File: src/rtl/safe_mode_seq_pkg.sv
// rtl/safe_mode_seq_pkg.sv - shared types for the safe-mode reconfiguration sequencer
//
// Purpose : state encoding and configuration record shared by the sequencer
//           and anything that needs to look at its active configuration.
// Contents: SMS_NCORES  - core count the configuration record is sized for
//           sms_state_t - sequencer states
//           safe_cfg_t  - {safe_mode, configuration, master one-hot}
//           sms_is_onehot - legality check for a requested master core

package safe_mode_seq_pkg;

   // The configuration record is sized here, so the sequencer's NCORES
   // parameter has to be left at (or set equal to) this value.
   localparam int SMS_NCORES = 3;

   typedef enum logic [2:0] {
      IDLE   = 3'd0,
      HALT   = 3'd1,
      SWITCH = 3'd2,
      SYNC   = 3'd3,
      RESUME = 3'd4,
      ABORT  = 3'd5
   } sms_state_t;

   typedef struct packed {
      logic                  safe_mode;
      logic                  configuration;
      logic [SMS_NCORES-1:0] master;
   } safe_cfg_t;

   function automatic logic sms_is_onehot(input logic [SMS_NCORES-1:0] v);
      return $onehot(v);
   endfunction

endpackage

File: src/rtl/safe_mode_seq_timer.sv
// rtl/safe_mode_seq_timer.sv - wait-state watchdog counter for the sequencer
//
// Purpose : counts cycles spent in a wait state; flags when the last allowed
//           cycle has been reached.
// Ports   : clk_i      in  clock
//           rst_i      in  asynchronous active-high reset
//           clear_i    in  restart the count at zero (wins over enable_i)
//           enable_i   in  advance the count by one
//           expired_o  out count has reached TIMEOUT-1

module safe_mode_seq_timer #(
   parameter int TIMEOUT = 1024
) (
   input  logic clk_i,
   input  logic rst_i,
   input  logic clear_i,
   input  logic enable_i,
   output logic expired_o
);

   localparam int CNT_W = (TIMEOUT > 1) ? $clog2(TIMEOUT) : 1;

   logic [CNT_W-1:0] r_count;
   logic             w_expired;

   assign w_expired = (r_count == CNT_W'(TIMEOUT - 1));
   assign expired_o = w_expired;

   // Saturates at the limit so the flag stays up if the owner lingers.
   always_ff @(posedge clk_i or posedge rst_i) begin
      if (rst_i) begin
         r_count <= '0;
      end else if (clear_i) begin
         r_count <= '0;
      end else if (enable_i && !w_expired) begin
         r_count <= r_count + 1'b1;
      end
   end

endmodule

File: src/rtl/safe_mode_sequencer.sv
// rtl/safe_mode_sequencer.sv - halts the cluster, swaps lockstep config, syncs and releases
//
// Purpose : accepts a safe-mode reconfiguration request, halts every core
//           through its debug request, loads the new configuration, runs the
//           initial sync when entering lockstep and releases the cores.  The
//           registered configuration outputs are the datapath's only view of
//           safe_mode / safe_configuration / master_core.
// Ports   : clk_i, rst_i            clock, asynchronous active-high reset
//           req_valid_i/req_ready_o request handshake (ready is combinational)
//           req_safe_mode_i         requested safe mode (1 = lockstep)
//           req_config_i            requested configuration (0 = DMR, 1 = TMR)
//           req_master_i            requested master core, one-hot
//           critical_section_i      blocks acceptance of new requests
//           debug_req_o             per-core halt request
//           halted_i                per-core halted status
//           sync_start_o            one-cycle sync kick
//           sync_done_i             sync finished (level or pulse)
//           safe_mode_o, safe_configuration_o, master_core_o  active config
//           busy_o                  sequence in progress
//           done_o                  one-cycle completion pulse
//           error_o                 sticky illegal-request / timeout flag

module safe_mode_sequencer
   import safe_mode_seq_pkg::*;
#(
   parameter int                NCORES     = SMS_NCORES,
   parameter int                TIMEOUT    = 1024,
   parameter logic [NCORES-1:0] RST_MASTER = {{(NCORES-1){1'b0}}, 1'b1}
) (
   input  logic              clk_i,
   input  logic              rst_i,
   input  logic              req_valid_i,
   output logic              req_ready_o,
   input  logic              req_safe_mode_i,
   input  logic              req_config_i,
   input  logic [NCORES-1:0] req_master_i,
   input  logic              critical_section_i,
   output logic [NCORES-1:0] debug_req_o,
   input  logic [NCORES-1:0] halted_i,
   output logic              sync_start_o,
   input  logic              sync_done_i,
   output logic              safe_mode_o,
   output logic              safe_configuration_o,
   output logic [NCORES-1:0] master_core_o,
   output logic              busy_o,
   output logic              done_o,
   output logic              error_o
);

   localparam safe_cfg_t RST_CFG = '{safe_mode: 1'b0, configuration: 1'b0, master: RST_MASTER};

   sms_state_t        r_state;
   sms_state_t        w_state_next;

   safe_cfg_t         r_pend;
   safe_cfg_t         r_active;
   logic [NCORES-1:0] r_debug_req;
   logic              r_sync_start;
   logic              r_busy;
   logic              r_done;
   logic              r_error;

   safe_cfg_t         w_req;
   safe_cfg_t         w_pend_nxt;
   safe_cfg_t         w_active_nxt;
   logic [NCORES-1:0] w_debug_req_nxt;
   logic              w_sync_start_nxt;
   logic              w_busy_nxt;
   logic              w_done_nxt;
   logic              w_error_nxt;

   logic              w_ready;
   logic              w_accept;
   logic              w_req_legal;
   logic              w_req_same;
   logic              w_exit;
   logic              w_tmr_clear;
   logic              w_tmr_en;
   logic              w_tmr_expired;

   assign w_req.safe_mode     = req_safe_mode_i;
   assign w_req.configuration = req_config_i;
   assign w_req.master        = req_master_i;

   assign w_ready     = (r_state == IDLE) && !critical_section_i;
   assign w_accept    = req_valid_i && w_ready;
   assign w_req_legal = sms_is_onehot(req_master_i);
   assign w_req_same  = (w_req == r_active);

   assign req_ready_o = w_ready;

   safe_mode_seq_timer #(
      .TIMEOUT (TIMEOUT)
   ) u_timer (
      .clk_i     (clk_i),
      .rst_i     (rst_i),
      .clear_i   (w_tmr_clear),
      .enable_i  (w_tmr_en),
      .expired_o (w_tmr_expired)
   );

   always_ff @(posedge clk_i or posedge rst_i) begin
      if (rst_i) begin
         r_state <= IDLE;
      end else begin
         r_state <= w_state_next;
      end
   end

   always_comb begin
      w_state_next     = r_state;
      w_exit           = 1'b0;
      w_pend_nxt       = r_pend;
      w_active_nxt     = r_active;
      w_debug_req_nxt  = '0;
      w_sync_start_nxt = 1'b0;
      w_busy_nxt       = 1'b0;
      w_done_nxt       = 1'b0;
      w_error_nxt      = r_error;
      w_tmr_clear      = 1'b0;
      w_tmr_en         = 1'b0;

      unique case (r_state)
         IDLE: begin
            // Illegal or no-op requests are resolved without leaving IDLE.
            if (w_accept && w_req_legal && !w_req_same) begin
               w_state_next = HALT;
            end
         end
         HALT: begin
            w_exit = (halted_i == {NCORES{1'b1}});
            if (w_exit) begin
               w_state_next = SWITCH;
            end else if (w_tmr_expired) begin
               w_state_next = ABORT;
            end
         end
         SWITCH: begin
            w_active_nxt = r_pend;
            w_state_next = r_pend.safe_mode ? SYNC : RESUME;
         end
         SYNC: begin
            // sync_done_i in the kick cycle belongs to a previous sync.
            w_exit = sync_done_i && !r_sync_start;
            if (w_exit) begin
               w_state_next = RESUME;
            end else if (w_tmr_expired) begin
               w_state_next = ABORT;
            end
         end
         RESUME: begin
            w_exit = (halted_i == {NCORES{1'b0}});
            if (w_exit) begin
               w_state_next = IDLE;
            end else if (w_tmr_expired) begin
               w_state_next = ABORT;
            end
         end
         ABORT: begin
            w_state_next = IDLE;
         end
         default: begin
            w_state_next = IDLE;
         end
      endcase

      if (w_accept) begin
         w_pend_nxt  = w_req;
         w_error_nxt = !w_req_legal;
      end else if (w_state_next == ABORT) begin
         w_error_nxt = 1'b1;
      end

      // Cores stay held from HALT until the new configuration is synced.
      if (w_state_next == HALT || w_state_next == SWITCH || w_state_next == SYNC) begin
         w_debug_req_nxt = {NCORES{1'b1}};
      end

      w_sync_start_nxt = (r_state == SWITCH) && (w_state_next == SYNC);
      w_busy_nxt       = (w_state_next != IDLE);
      w_done_nxt       = (w_accept && w_req_legal && w_req_same) ||
                         (r_state == RESUME && w_exit);

      w_tmr_clear = (w_state_next != r_state);
      w_tmr_en    = (r_state == HALT) || (r_state == SYNC) || (r_state == RESUME);
   end

   always_ff @(posedge clk_i or posedge rst_i) begin
      if (rst_i) begin
         r_pend       <= RST_CFG;
         r_active     <= RST_CFG;
         r_debug_req  <= '0;
         r_sync_start <= 1'b0;
         r_busy       <= 1'b0;
         r_done       <= 1'b0;
         r_error      <= 1'b0;
      end else begin
         r_pend       <= w_pend_nxt;
         r_active     <= w_active_nxt;
         r_debug_req  <= w_debug_req_nxt;
         r_sync_start <= w_sync_start_nxt;
         r_busy       <= w_busy_nxt;
         r_done       <= w_done_nxt;
         r_error      <= w_error_nxt;
      end
   end

   assign debug_req_o          = r_debug_req;
   assign sync_start_o         = r_sync_start;
   assign safe_mode_o          = r_active.safe_mode;
   assign safe_configuration_o = r_active.configuration;
   assign master_core_o        = r_active.master;
   assign busy_o               = r_busy;
   assign done_o               = r_done;
   assign error_o              = r_error;

endmodule

File: config.mk
export PLATFORM = sky130hd
export DESIGN_NAME = safe_mode_sequencer
export DESIGN_NICKNAME = d
export VERILOG_FILES = /design/src/rtl/safe_mode_seq_pkg.sv /design/src/rtl/safe_mode_seq_timer.sv /design/src/rtl/safe_mode_sequencer.sv
export SDC_FILE = /design/constraint.sdc
export NUM_CORES = 1
export LEC_CHECK = 0
export BUFFER_PORTS_ARGS = -buffer_cell sky130_fd_sc_hd__buf_2
export CORE_ASPECT_RATIO = 1.1
export CORE_MARGIN = 2
export CORE_UTILIZATION = 40
export CTS_BUF_LIST = sky130_fd_sc_hd__clkbuf_8
export CTS_CLUSTER_DIAMETER = 80
export DETAILED_ROUTE_END_ITERATION = 10
export HOLD_SLACK_MARGIN = 0.08
export PLACE_DENSITY_LB_ADDON = 0.25
export SLEW_MARGIN = 10
export SYNTH_ARGS = -nofsm -noshare
export SYNTH_HDL_FRONTEND = slang
export SYNTH_HIERARCHICAL = 1
export SYNTH_SLANG_ARGS = --single-unit
File: constraint.sdc
create_clock -name clk_i -period 2.54 [get_ports clk_i]
set_input_delay 0.381 -clock clk_i [delete_from_list [all_inputs] [get_ports clk_i]]
set_output_delay 0.381 -clock clk_i [all_outputs]
set_load 0.005 [all_outputs]
==> results.py, run 1 <==
metrics = {
    "run_status": {
        "run_status": "finished, final reports clean",
    },
    "setup_path": {
        "type_of_element_capturing_the_critical_path": "flop",
        "worst_path_largest_cell_delay_ns": 0.40,
        "worstPathRequired_ns": 2.75,
        "timing_worst_setup_path_type": "flop to flop",
        "crit_path_arrival_time_ns": 2.55,
        "timing.critical_path.max_delay_family": "compound AO/OA/AOI/OAI gates",
        "crit_path_cell_chain": "ha_1 > nand2_1 > nor3_1 > buf_4 > o311ai_2 > a31oi_1 > nor3_1 > a21oi_2 > buf_4 > nor3b_2 > o21ai_0 > nand3_1",
        "cp_startpoint_kind": "flop",
        "critical_path_slowest_stage_cell": "dfrtp_1",
        "path_buf_inv": 2,
        "worst-path-max-fanout": 4,
    },
    "route": {
        "routed_wl_per_cell_um": 14.4,
        "drt_pass1_iterations": 4,
        "detailedRoute.firstIterationViolations": 46,
        "num_vias": 1344,
        "detail_route.wirelength_mm": 3.53,
        "drt-vias-per-instance": 5.49,
        "final_routed_drc_violation_total": 0,
        "count_of_nets_left_with_antenna_violations_after_detail_routing": 0,
    },
    "clock_tree": {
        "cts.sinks": 28,
        "max_h_tree_level": 1,
        "clkSlewWorstSetupHoldPaths_ns": 0.09,
        "clock_insertion_delay_worst_skew_ns": 0.28,
        "clock_tree.root_cell": "clkbuf_8",
        "cts_max_path_buffers": 2,
        "cts-buffers-inserted": 3,
        "tritoncts_clock_tree": "done",
    },
    "logic_synthesis": {
        "synth.lib_cells_used.distinct": 51,
        "syn_area_um2": 1620,
        "synthesis.instances": 160,
        "synth.ff_latch_count": 28,
        "postSynthNetCount": 175,
        "yosys-top-cells-area": "dfrtp_1, mux2_2, dfstp_2, a21oi_1, inv_1",
        "synth.top_cell.area_share_pct": 40.1,
        "yosysWarnings": 6,
        "synth.yosys.seq_area_share_pct": 43.4,
        "synth_largest_area_cell": "dfrtp_1",
        "average_instance_area_after_synthesis_um2": 10.1,
    },
    "global_routing": {
        "grt_use_total_pct": 16.5,
        "grt_use_met2_pct": 25.9,
        "maximum_number_of_pins_on_one_net_before_global_route_repair": 19,
        "grt_use_met3_pct": 2.70,
        "globalRouteOverflowTotal": 0,
        "global_route.usage.met1_pct": 23.5,
        "initial_antenna_violation_count": 0,
        "grt_first_pass_wirelength_mm": 6.04,
        "globalRoute.busiestLayer": "met2",
        "first_global_vias": 1329,
    },
    "timing": {
        "setup-tns-final_ns": 0,
        "setup_violations": 0,
        "worst_pin_slew_ns": 0.740,
        "worst_hold_slack_ns": 0.0913,
        "number_of_pins_with_negative_max_slew_slack_in_the_final_report": 0,
        "clock_skew_after_layout_ns": 0.00843,
        "max-slew-margin-rel_pct": 50.1,
        "period_utilisation_layout_pct": 92.2,
        "period_minus_slack_ns": 2.34,
        "fmax_ghz": 0.427,
        "unrepaired_setup_endpoints_after_global_routing": "no",
        "report.final.hold_viol_count": 0,
    },
    "floorplan": {
        "design.die.area_um2": 4580,
        "die_y_um": 70.8,
        "placement_row_count": 24,
        "initial_core_util_pct": 41.2,
        "dieWidth_um": 64.7,
        "core_area_um2": 3930,
        "floorplan.io_pins": 26,
    },
    "worst_hold_path": {
        "holdCritPathClass": "primary input to asynchronous set/reset pin",
    },
    "cells_and_area": {
        "most-common-layout-cells": "dfrtp_1, buf_2, inv_1, buf_4, a21oi_1",
        "area_of_all_placed_cells_without_fillers_um2": 1930,
        "final_layout_size_suffix_gt1_share_pct": 35.2,
        "antennaDiodeCount": 0,
        "areaGrowthSynthToFinish_pct": 19.1,
        "design.final.nets": 209,
    },
    "placement": {
        "place_hpwl_mm": 2.66,
        "port_buffers": 25,
        "placer_congestion": 0.841,
        "placedInstanceArea_um2": 1840,
    },
    "flow_run": {
        "max_cap_viol_count": 0,
    },
    "power": {
        "power.static_leakage_nw": 0.890,
        "total_power_mw": 1.89,
        "power.density_cell_area_nw_per_um2": 978,
        "worst_ir_drop_vdd_mv": 0.443,
    },
}
-- cells in the mapped netlist, drive strengths merged --
| cell | number |
|---|---|
| xnor2 | 2 |
| a41oi | 4 |
| a211oi | 5 |
| o21ai | 7 |
| o2bb2ai | 1 |
| nand2b | 4 |
| nand3 | 7 |
| mux2 | 8 |
| ha | 1 |
| a31oi | 3 |
| fa | 1 |
| or3b | 1 |
| o41ai | 1 |
| nand4 | 3 |
| dfrtp | 26 |
| clkbuf | 2 |
| and3b | 1 |
| o311ai | 1 |
| and3 | 5 |
| and2 | 2 |
| nor4 | 3 |
| nor3b | 2 |
| a22oi | 1 |
| dfstp | 2 |
| nor2 | 7 |
| o22ai | 2 |
| nor2b | 5 |
| and4 | 1 |
| or3 | 1 |
| nand3b | 2 |
| or2 | 1 |
| inv | 12 |
| xor2 | 3 |
| a311oi | 3 |
| nor3 | 7 |
| a21oi | 11 |
| buf | 6 |
| nand2 | 6 |
-- metrics by stage --
| stage | std cells | utilization (%) | setup WS [ns] |
|---|---|---|---|
| after global placement | 239 | 46.7 | 0.183 |
| after CTS | 243 | 48.5 | 0.0572 |
| after global routing | 245 | 49.1 | 0.0286 |
| after floorplan | 160 | - | 0.0784 |
| final | 245 | 49.1 | 0.198 |
| after detailed placement | 239 | 46.7 | 0.0933 |
-- final timing paths --
kind | slack (ns) | depth (start not counted) | from | end
setup / recovery | 0.20 | 12 | u_timer/r_count[0] | u_timer/r_count[0]
hold / removal | 0.09 | 2 | rst_i | u_timer/r_count[5]
setup reg to reg | 0.20 | 12 | u_timer/r_count[0] | u_timer/r_count[0]
hold reg to reg | 0.50 | 2 | r_pend[1] | r_pend[1]
max in group asynchronous | 1.90 | 2 | rst_i | safe_configuration_o
min in group clk_i | 0.32 | 2 | halted_i[0] | done_o
-- layout make-up --
class | count | area, um^2
inverter | 12 | 45.0
fill | 369 | 2000
clock inverter | 1 | 30.0
timing repair buffer | 37 | 215
sequential | 28 | 704
multi-input combinational | 112 | 831
tap | 52 | 65.1
clock buffer | 3 | 41.3
-- where the power goes --
part / leakage, nW / total (mW) / internal, mW / switching, mW
combinational: 0.495 / 0.827 / 0.403 / 0.424
clock: 0.0357 / 0.353 / 0.211 / 0.142
sequential: 0.359 / 0.708 / 0.592 / 0.116
total: 0.890 / 1.89 / 1.21 / 0.682
-- routing by layer --
metal	wire, um	up-vias
met5	0	-
met4	20	0
met3	170	2
met2	1720	34
met1	1620	655
li1	-	653
-- state kept, by name (all words and copies together), names as in the netlist, 3 cells and up --
name and cells:
r_pend 5, u_timer/r_count 10, r_state 3, master_core_o 3
-- worst register-to-register path, stage by stage, from the launching register on --
cell and delay [ns]:
dfrtp_1 0.40, ha_1 0.22, nand2_1 0.10, nor3_1 0.06
buf_4 0.15, o311ai_2 0.29, a31oi_1 0.16, nor3_1 0.21
a21oi_2 0.11, buf_4 0.15, nor3b_2 0.20, o21ai_0 0.14
nand3_1 0.10
-- cell families (layout without fill, tap and decap cells) --
group                    Yosys count  count (layout)  synth area share [%]
buffers and inverters             20              53                  5.94
AND/OR/NAND/NOR                   58              58                  22.8
AO/OA/AOI/OAI                     39              39                  17.6
flip-flops                        28              28                  43.4
XOR/XNOR                           5               5                  2.70
adder cells (fa/ha/maj)            2               2                  2.01
multiplexers                       8               8                  5.56
-- repair_timing --
| action | in CTS | in global routing |
|---|---|---|
| setup endpoints to repair | 0 | 3 |
| buffers inserted | 0 | 2 |
| hold buffers | 0 | 0 |
| gates resized for setup | 0 | 3 |
Note: power is estimated with default switching activity, not from simulation.
==> run 2, diff against run 1 <==
--- a/config.mk
+++ b/config.mk
@@ -6,7 +6,6 @@
 export NUM_CORES = 1
 export LEC_CHECK = 0
 export BUFFER_PORTS_ARGS = -buffer_cell sky130_fd_sc_hd__buf_2
-export CORE_ASPECT_RATIO = 1.1
 export CORE_MARGIN = 2
 export CORE_UTILIZATION = 40
 export CTS_BUF_LIST = sky130_fd_sc_hd__clkbuf_8
@@ -14,6 +13,7 @@
 export DETAILED_ROUTE_END_ITERATION = 10
 export HOLD_SLACK_MARGIN = 0.08
 export PLACE_DENSITY_LB_ADDON = 0.25
+export SETUP_SLACK_MARGIN = 0.2
 export SLEW_MARGIN = 10
 export SYNTH_ARGS = -nofsm -noshare
 export SYNTH_HDL_FRONTEND = slang
==> run 2 against run 1 <==
Sequential power up 2%; via count grew 5.5%; die area about the same; combinational power increased by 12%; global-route usage increased by 2.2 points; clock skew increased by 0.0026 ns; fmax increased by 0.76%; final area rose by 5.1%; largest cell class unchanged.
==> results.py, run 2 (synthesis gave the netlist of run 1 again) <==
metrics = {
    "timing": {
        "setup_ws_ns": 0.215,
        "number_of_pins_with_negative_max_slew_slack_in_the_final_report": 0,
        "clock_skew_after_layout_ns": 0.0110,
        "report.final.hold_viol_count": 0,
        "max-slew-margin-rel_pct": 55.5,
        "worst_pin_slew_ns": 0.667,
        "setup-tns-final_ns": 0,
        "fmax_ghz": 0.430,
        "setup_violations": 0,
        "worst_hold_slack_ns": 0.0825,
        "unrepaired_setup_endpoints_after_global_routing": "yes",
        "period_minus_slack_ns": 2.32,
        "period_utilisation_layout_pct": 91.5,
    },
    "floorplan": {
        "initial_core_util_pct": 41.1,
        "core_area_um2": 3940,
        "floorplan.io_pins": 26,
        "die_y_um": 67.7,
        "dieWidth_um": 67.7,
        "design.die.area_um2": 4580,
        "placement_row_count": 23,
    },
    "cells_and_area": {
        "final_layout_size_suffix_gt1_share_pct": 41.9,
        "layout.filler_cells": 351,
        "design.final.nets": 214,
        "areaGrowthSynthToFinish_pct": 25.2,
        "biggestRegsByFlops": "u_timer/r_count: 10 flops, r_pend: 5 flops",
        "final_core_utilization_pct": 51.5,
        "max_flop_register": "u_timer/r_count",
        "layout_commonest_cell": "buf_2",
        "antennaDiodeCount": 0,
        "largest_register_ffs": 10,
        "most-common-layout-cells": "buf_2, dfrtp_1, buf_4, inv_1, a21oi_1",
    },
    "power": {
        "power.static_leakage_nw": 0.934,
        "total_power_mw": 2.01,
        "power.density_cell_area_nw_per_um2": 989,
        "worst_ir_drop_vdd_mv": 0.431,
    },
    "setup_path": {
        "reg2reg_slack_ns": 0.22,
        "timing_worst_setup_path_type": "flop to flop",
        "type_of_element_capturing_the_critical_path": "flop",
        "timing.rr.start": "u_timer/r_count[6]",
        "critPathCapture": "u_timer/r_count[1]",
        "cp-startpoint": "u_timer/r_count[6]",
        "r2r.worst_path.cells": 9,
        "worstPathRequired_ns": 2.70,
        "r2r_end": "u_timer/r_count[1]",
        "cp_startpoint_kind": "flop",
        "crit_path_arrival_time_ns": 2.49,
        "worst-path-max-fanout": 6,
    },
    "placement": {
        "port_buffers": 25,
        "placer_congestion": 0.977,
        "place_hpwl_mm": 2.66,
        "place_worst_setup_slack_ns": 0.0436,
    },
    "clock_tree": {
        "cts-buffers-inserted": 3,
        "tritoncts_clock_tree": "done",
        "max_h_tree_level": 1,
        "clock_insertion_delay_worst_skew_ns": 0.29,
        "cts.sinks": 28,
        "clock_tree.root_cell": "clkbuf_8",
        "cts_max_path_buffers": 2,
        "clkSlewWorstSetupHoldPaths_ns": 0.09,
    },
    "global_routing": {
        "globalRouteOverflowTotal": 0,
        "grt_first_pass_wirelength_mm": 6.36,
        "grt_use_total_pct": 18.6,
        "first_global_vias": 1374,
        "initial_antenna_violation_count": 0,
        "maximum_number_of_pins_on_one_net_before_global_route_repair": 19,
    },
    "flow_run": {
        "max_cap_viol_count": 0,
    },
    "route": {
        "drt_pass1_iterations": 4,
        "num_vias": 1418,
        "drt-vias-per-instance": 5.72,
        "detail_route.wirelength_mm": 3.90,
        "final_routed_drc_violation_total": 0,
        "detailedRoute.firstIterationViolations": 116,
        "count_of_nets_left_with_antenna_violations_after_detail_routing": 0,
        "routed_wl_per_cell_um": 15.7,
    },
    "run_status": {
        "run_status": "finished, final reports clean",
    },
    "worst_hold_path": {
        "holdCritPathClass": "primary input to asynchronous set/reset pin",
    },
}
[run 2: changes by cell type in the layout (fill, tap and decap cells not counted), sizes merged]
cell	change
buf	+5
[run 2: metrics by stage]
| step | instance area (um^2) | instances |
|---|---|---|
| 2_1_floorplan | 1630 | 160 |
| 3_3_place_gp | 1820 | 235 |
| 3_5_place_dp | 1820 | 235 |
| 4_1_cts | 1910 | 240 |
| 5_1_grt | 2030 | 248 |
| 6_report | 2030 | 248 |
[run 2: worst min path at each step]
stage / from / endpoint / slack, ns / cells past startpoint
CTS: rst_i / u_timer/r_count[9] / 0.10 / 2
floorplan: rst_i / u_timer/r_count[0] / 0.22 / 1
global route: rst_i / u_timer/r_count[7] / 0.11 / 2
detailed placement: rst_i / u_timer/r_count[9] / 0.41 / 2
global placement: rst_i / u_timer/r_count[7] / 0.40 / 2
finish: rst_i / u_timer/r_count[9] / 0.08 / 2
[run 2: layer usage]
layer | GRT usage, % | wire length (um) | vias up
li1 | - | - | 661
met1 | 23.4 | 1670 | 685
met2 | 29.9 | 1880 | 64
met3 | 2.83 | 269 | 8
met4 | 11.5 | 78 | 0
met5 | 0 | 0 | -
[run 2: critical path: stages (launching register included)]
cell and delay (ns):
dfrtp_2 0.41, nand4_1 0.18, nor3_4 0.37, nand3_2 0.16, a31oi_4 0.22, nor2_1 0.09
a21oi_2 0.19, nand3b_1 0.18, o22ai_1 0.09, or3_1 0.32
[run 2: final cells by class]
class | instances | area, um^2 | share of cell area, %
multi-input cells | 112 | 891 | 43.9
flip-flops and latches | 28 | 708 | 34.9
repair buffers | 42 | 253 | 12.4
well taps | 50 | 62.6 | 3.08
inverters | 12 | 45.0 | 2.22
clock buffers | 3 | 41.3 | 2.03
clock inverters | 1 | 30.0 | 1.48
[run 2: power breakdown]
group / switching (mW) / internal [mW] / leakage (nW)
registers: 0.125 / 0.596 / 0.355
clock network: 0.149 / 0.211 / 0.0357
logic: 0.475 / 0.453 / 0.543
[run 2: repair_timing]
item / 4_1_cts / 5_1_grt
setup buffers: 1 / 8
pin swaps: 2 / 9
endpoints found under the setup margin: 3 / 5
resized for setup: 3 / 15
endpoints found under the hold margin: 0 / 0
hold buffers: 0 / 0
==> run 3, diff against run 2 <==
--- a/config.mk
+++ b/config.mk
@@ -5,6 +5,7 @@
 export SDC_FILE = /design/constraint.sdc
 export NUM_CORES = 1
 export LEC_CHECK = 0
+export ABC_AREA = 1
 export BUFFER_PORTS_ARGS = -buffer_cell sky130_fd_sc_hd__buf_2
 export CORE_MARGIN = 2
 export CORE_UTILIZATION = 40
@@ -14,6 +15,7 @@
 export HOLD_SLACK_MARGIN = 0.08
 export PLACE_DENSITY_LB_ADDON = 0.25
 export SETUP_SLACK_MARGIN = 0.2
+export SKIP_LAST_GASP = 1
 export SLEW_MARGIN = 10
 export SYNTH_ARGS = -nofsm -noshare
 export SYNTH_HDL_FRONTEND = slang
==> constraint.sdc (replaced) <==
create_clock -name clk_i -period 2.54 [get_ports clk_i]
set_input_delay 0.508 -clock clk_i [delete_from_list [all_inputs] [get_ports clk_i]]
set_output_delay 0.508 -clock clk_i [all_outputs]
set_load 0.005 [all_outputs]
==> run 3 against run 2 <==
Total power down 5.7%; via count up 6.0%; count of clock-buffer cells in the layout up 1; utilization down 1.0 points; non-clock buffer count down 5; critical endpoint is now u_timer/r_count[3].
==> results.py, run 3 <==
metrics = {
    "timing": {
        "worst_pin_slew_ns": 0.700,
        "fmax_ghz": 0.461,
        "setup_ws_ns": 0.372,
        "clock_skew_after_layout_ns": 0.00228,
        "max-slew-margin-rel_pct": 53.3,
        "number_of_pins_with_negative_max_slew_slack_in_the_final_report": 0,
        "period_minus_slack_ns": 2.17,
        "period_utilisation_layout_pct": 85.3,
        "setup_violations": 0,
        "unrepaired_setup_endpoints_after_global_routing": "no",
        "setup-tns-final_ns": 0,
        "report.final.hold_viol_count": 0,
    },
    "clock_tree": {
        "max_h_tree_level": 1,
        "cts_max_path_buffers": 2,
        "cts-buffers-inserted": 3,
        "clock_insertion_delay_worst_skew_ns": 0.28,
        "clkSlewWorstSetupHoldPaths_ns": 0.09,
        "cts.sinks": 28,
        "tritoncts_clock_tree": "done",
        "clock_tree.root_cell": "clkbuf_8",
    },
    "power": {
        "p_int_mw": 1.12,
        "total_power_mw": 1.89,
        "worst_ir_drop_vdd_mv": 0.443,
        "power.static_leakage_nw": 1.13,
        "seqPwrFrac_pct": 35.3,
        "power.density_cell_area_nw_per_um2": 924,
        "share_clk_of_total_power_pct": 14.8,
        "switching_power_uw": 773,
        "combPwrFrac_pct": 49.8,
        "power.switching_fraction_pct": 40.8,
    },
    "logic_synthesis": {
        "synth_async_sr_flop_share_pct": 100,
        "ys.flop_type": "dfrtp_1",
        "yosys.area_share.simple_pct": 38.9,
        "synth.yosys.seq_area_share_pct": 41.1,
        "synth.lib_cells_used.distinct": 32,
        "yosysWarnings": 6,
        "yosys.cell_count.top_type": "nand2_1",
        "post_synth_mux_area_share_pct": 0,
        "synth-compound-area-share_pct": 6.51,
        "synth-xor-area-share_pct": 1.54,
        "synth_top_family_by_area": "simple AND/OR/NAND/NOR gates",
        "synth.ff_latch_count": 28,
        "synthesis.instances": 234,
        "synth-adder-area-share_pct": 1.90,
        "top_post_synthesis_cells_by_count": "nand2_1, inv_1, dfrtp_1",
        "postSynthNetCount": 249,
        "average_instance_area_after_synthesis_um2": 7.31,
        "synth_edf_count": 0,
        "yosys-top-cells-area": "dfrtp_1, nand2_1, inv_1, nand3_1, nor2_1",
        "synth_largest_area_cell": "dfrtp_1",
        "synth.top_cell.area_share_pct": 38.0,
        "syn_area_um2": 1710,
    },
    "setup_path": {
        "crit_path_cell_chain": "ha_4 > nand2_2 > nor2_4 > nand4_4 > inv_2 > inv_2 > nand2_2 > nand2_1 > o21ai_2 > nor2_4 > nand2_1 > nand2_1 > nor2_2 > nand2_2 > clkinv_4 > buf_6 > nand2_4 > nand2_1 > nand2_1",
        "reg2reg_slack_ns": 0.37,
        "worst-path-max-fanout": 7,
        "type_of_element_capturing_the_critical_path": "flop",
        "crit_path_arrival_time_ns": 2.35,
        "timing.rr.start": "u_timer/r_count[1]",
        "critical_path_slowest_stage_cell": "dfrtp_1",
        "path_common_cell": "nand2_1",
        "cp_startpoint_kind": "flop",
        "r2r_end": "u_timer/r_count[3]",
        "worst_path_largest_cell_delay_ns": 0.43,
        "timing_worst_setup_path_type": "flop to flop",
        "worstPathRequired_ns": 2.72,
        "r2r.worst_path.cells": 19,
    },
    "placement": {
        "placer_congestion": 0.804,
        "place_hpwl_mm": 2.55,
        "placedInstanceArea_um2": 1910,
        "place_worst_setup_slack_ns": 0.0710,
        "port_buffers": 25,
    },
    "route": {
        "drt-vias-per-instance": 4.70,
        "final_routed_drc_violation_total": 0,
        "detail_route.wirelength_mm": 3.49,
        "num_vias": 1503,
        "drt_pass1_iterations": 4,
        "detailedRoute.firstIterationViolations": 63,
        "count_of_nets_left_with_antenna_violations_after_detail_routing": 0,
        "routed_wl_per_cell_um": 10.9,
    },
    "cells_and_area": {
        "largest_register_ffs": 10,
        "area_of_all_placed_cells_without_fillers_um2": 2050,
        "final_core_utilization_pct": 50.5,
        "max_flop_register": "u_timer/r_count",
        "antennaDiodeCount": 0,
        "layout_commonest_cell": "nand2_1",
        "areaGrowthSynthToFinish_pct": 19.8,
        "most-common-layout-cells": "nand2_1, inv_1, dfrtp_1, buf_2, nand3_1",
        "final_layout_size_suffix_gt1_share_pct": 29.3,
        "biggestRegsByFlops": "u_timer/r_count: 10 flops, r_pend: 5 flops",
        "design.final.nets": 286,
    },
    "floorplan": {
        "dieWidth_um": 69.4,
        "die_y_um": 69.4,
        "initial_core_util_pct": 42.2,
        "placement_row_count": 23,
        "design.die.area_um2": 4810,
        "core_area_um2": 4060,
        "floorplan.io_pins": 26,
    },
    "global_routing": {
        "grt_first_pass_wirelength_mm": 5.93,
        "grt_use_total_pct": 15.1,
        "initial_antenna_violation_count": 0,
        "first_global_vias": 1329,
        "maximum_number_of_pins_on_one_net_before_global_route_repair": 19,
        "globalRouteOverflowTotal": 0,
    },
    "flow_run": {
        "max_cap_viol_count": 0,
    },
    "run_status": {
        "run_status": "finished, final reports clean",
    },
    "worst_hold_path": {
        "holdCritPathClass": "primary input to asynchronous set/reset pin",
    },
}
## run 3: cell types whose count changed after synthesis, moves of 5 or more
| cell | delta |
|---|---|
| a21oi_1 | -5 |
| inv_1 | +20 |
| mux2_2 | -7 |
| nand2_1 | +68 |
| nand2_2 | +7 |
| nand3_1 | +15 |
| nor2_1 | +10 |
| nor2_2 | +5 |
| nor2b_1 | -5 |
| nor3_1 | -6 |
## run 3: critical path, delay by kind of cell, from the launching register on
family / cells / cell delay (ns)
compound gates: 1 / 0.18
simple gates: 13 / 0.97
flops: 1 / 0.43
fa+ha+maj: 1 / 0.17
buf+inv: 4 / 0.31
## run 3: worst max-delay path by stage
stage                            start                 end  slack [ns]  depth (start not counted)
floorplan              req_master_i[0]  u_timer/r_count[1]        0.31                         14
global placement       req_master_i[0]  u_timer/r_count[0]        0.11                         14
detailed placement     req_master_i[1]  u_timer/r_count[0]        0.07                         14
CTS                 u_timer/r_count[1]  u_timer/r_count[3]        0.22                         19
global route        u_timer/r_count[3]  u_timer/r_count[3]        0.20                         18
finish              u_timer/r_count[1]  u_timer/r_count[3]        0.37                         19
## run 3: final cells by class
class	instances	area [um^2]
multi-input cells	164	863
fillers	411	2010
inverters	37	144
well taps	50	62.6
flip-flops and latches	28	704
repair buffers	37	219
clock buffers	4	55.1
## run 3: routing by layer
metal / vias up / share of wire, % / track usage (%)
met5: - / 0 / 0
met4: 0 / 1.9 / 7.19
met3: 5 / 2.2 / 1.74
met2: 17 / 45 / 23.7
met1: 682 / 51 / 20.7
li1: 799 / - / -
## run 3: power groups by stage
stage / Combinational [mW] / Clock (mW) / Sequential (mW)
final: 0.943 / 0.281 / 0.669
after global routing: 1.06 / 0.310 / 0.686
after CTS: 0.846 / 0.292 / 0.667
after detailed placement: 0.815 / 0 / 0.668
after global placement: 0.811 / 0 / 0.667
after floorplan: 0.573 / 0 / 0.664
## run 3: kinds of logic (layout without fill, tap and decap cells)
logic type      after synthesis  after routing
compound gates               20             20
simple gates                139            139
xor+xnor                      3              3
flops                        28             28
fa+ha+maj                     2              2
buf+inv                      42             78
## run 3: through the flow
step	cells	hold WS [ns]
after global routing	320	0.238
after global placement	310	0.471
after floorplan	234	0.348
final	320	0.207
after detailed placement	310	0.472
after CTS	314	0.214
## run 3: timing repair
item,in CTS,in global routing
endpoints found under the setup margin,8,8
buffers inserted,0,6
pin swaps,1,9
resized for setup,5,9
hold buffers,0,0
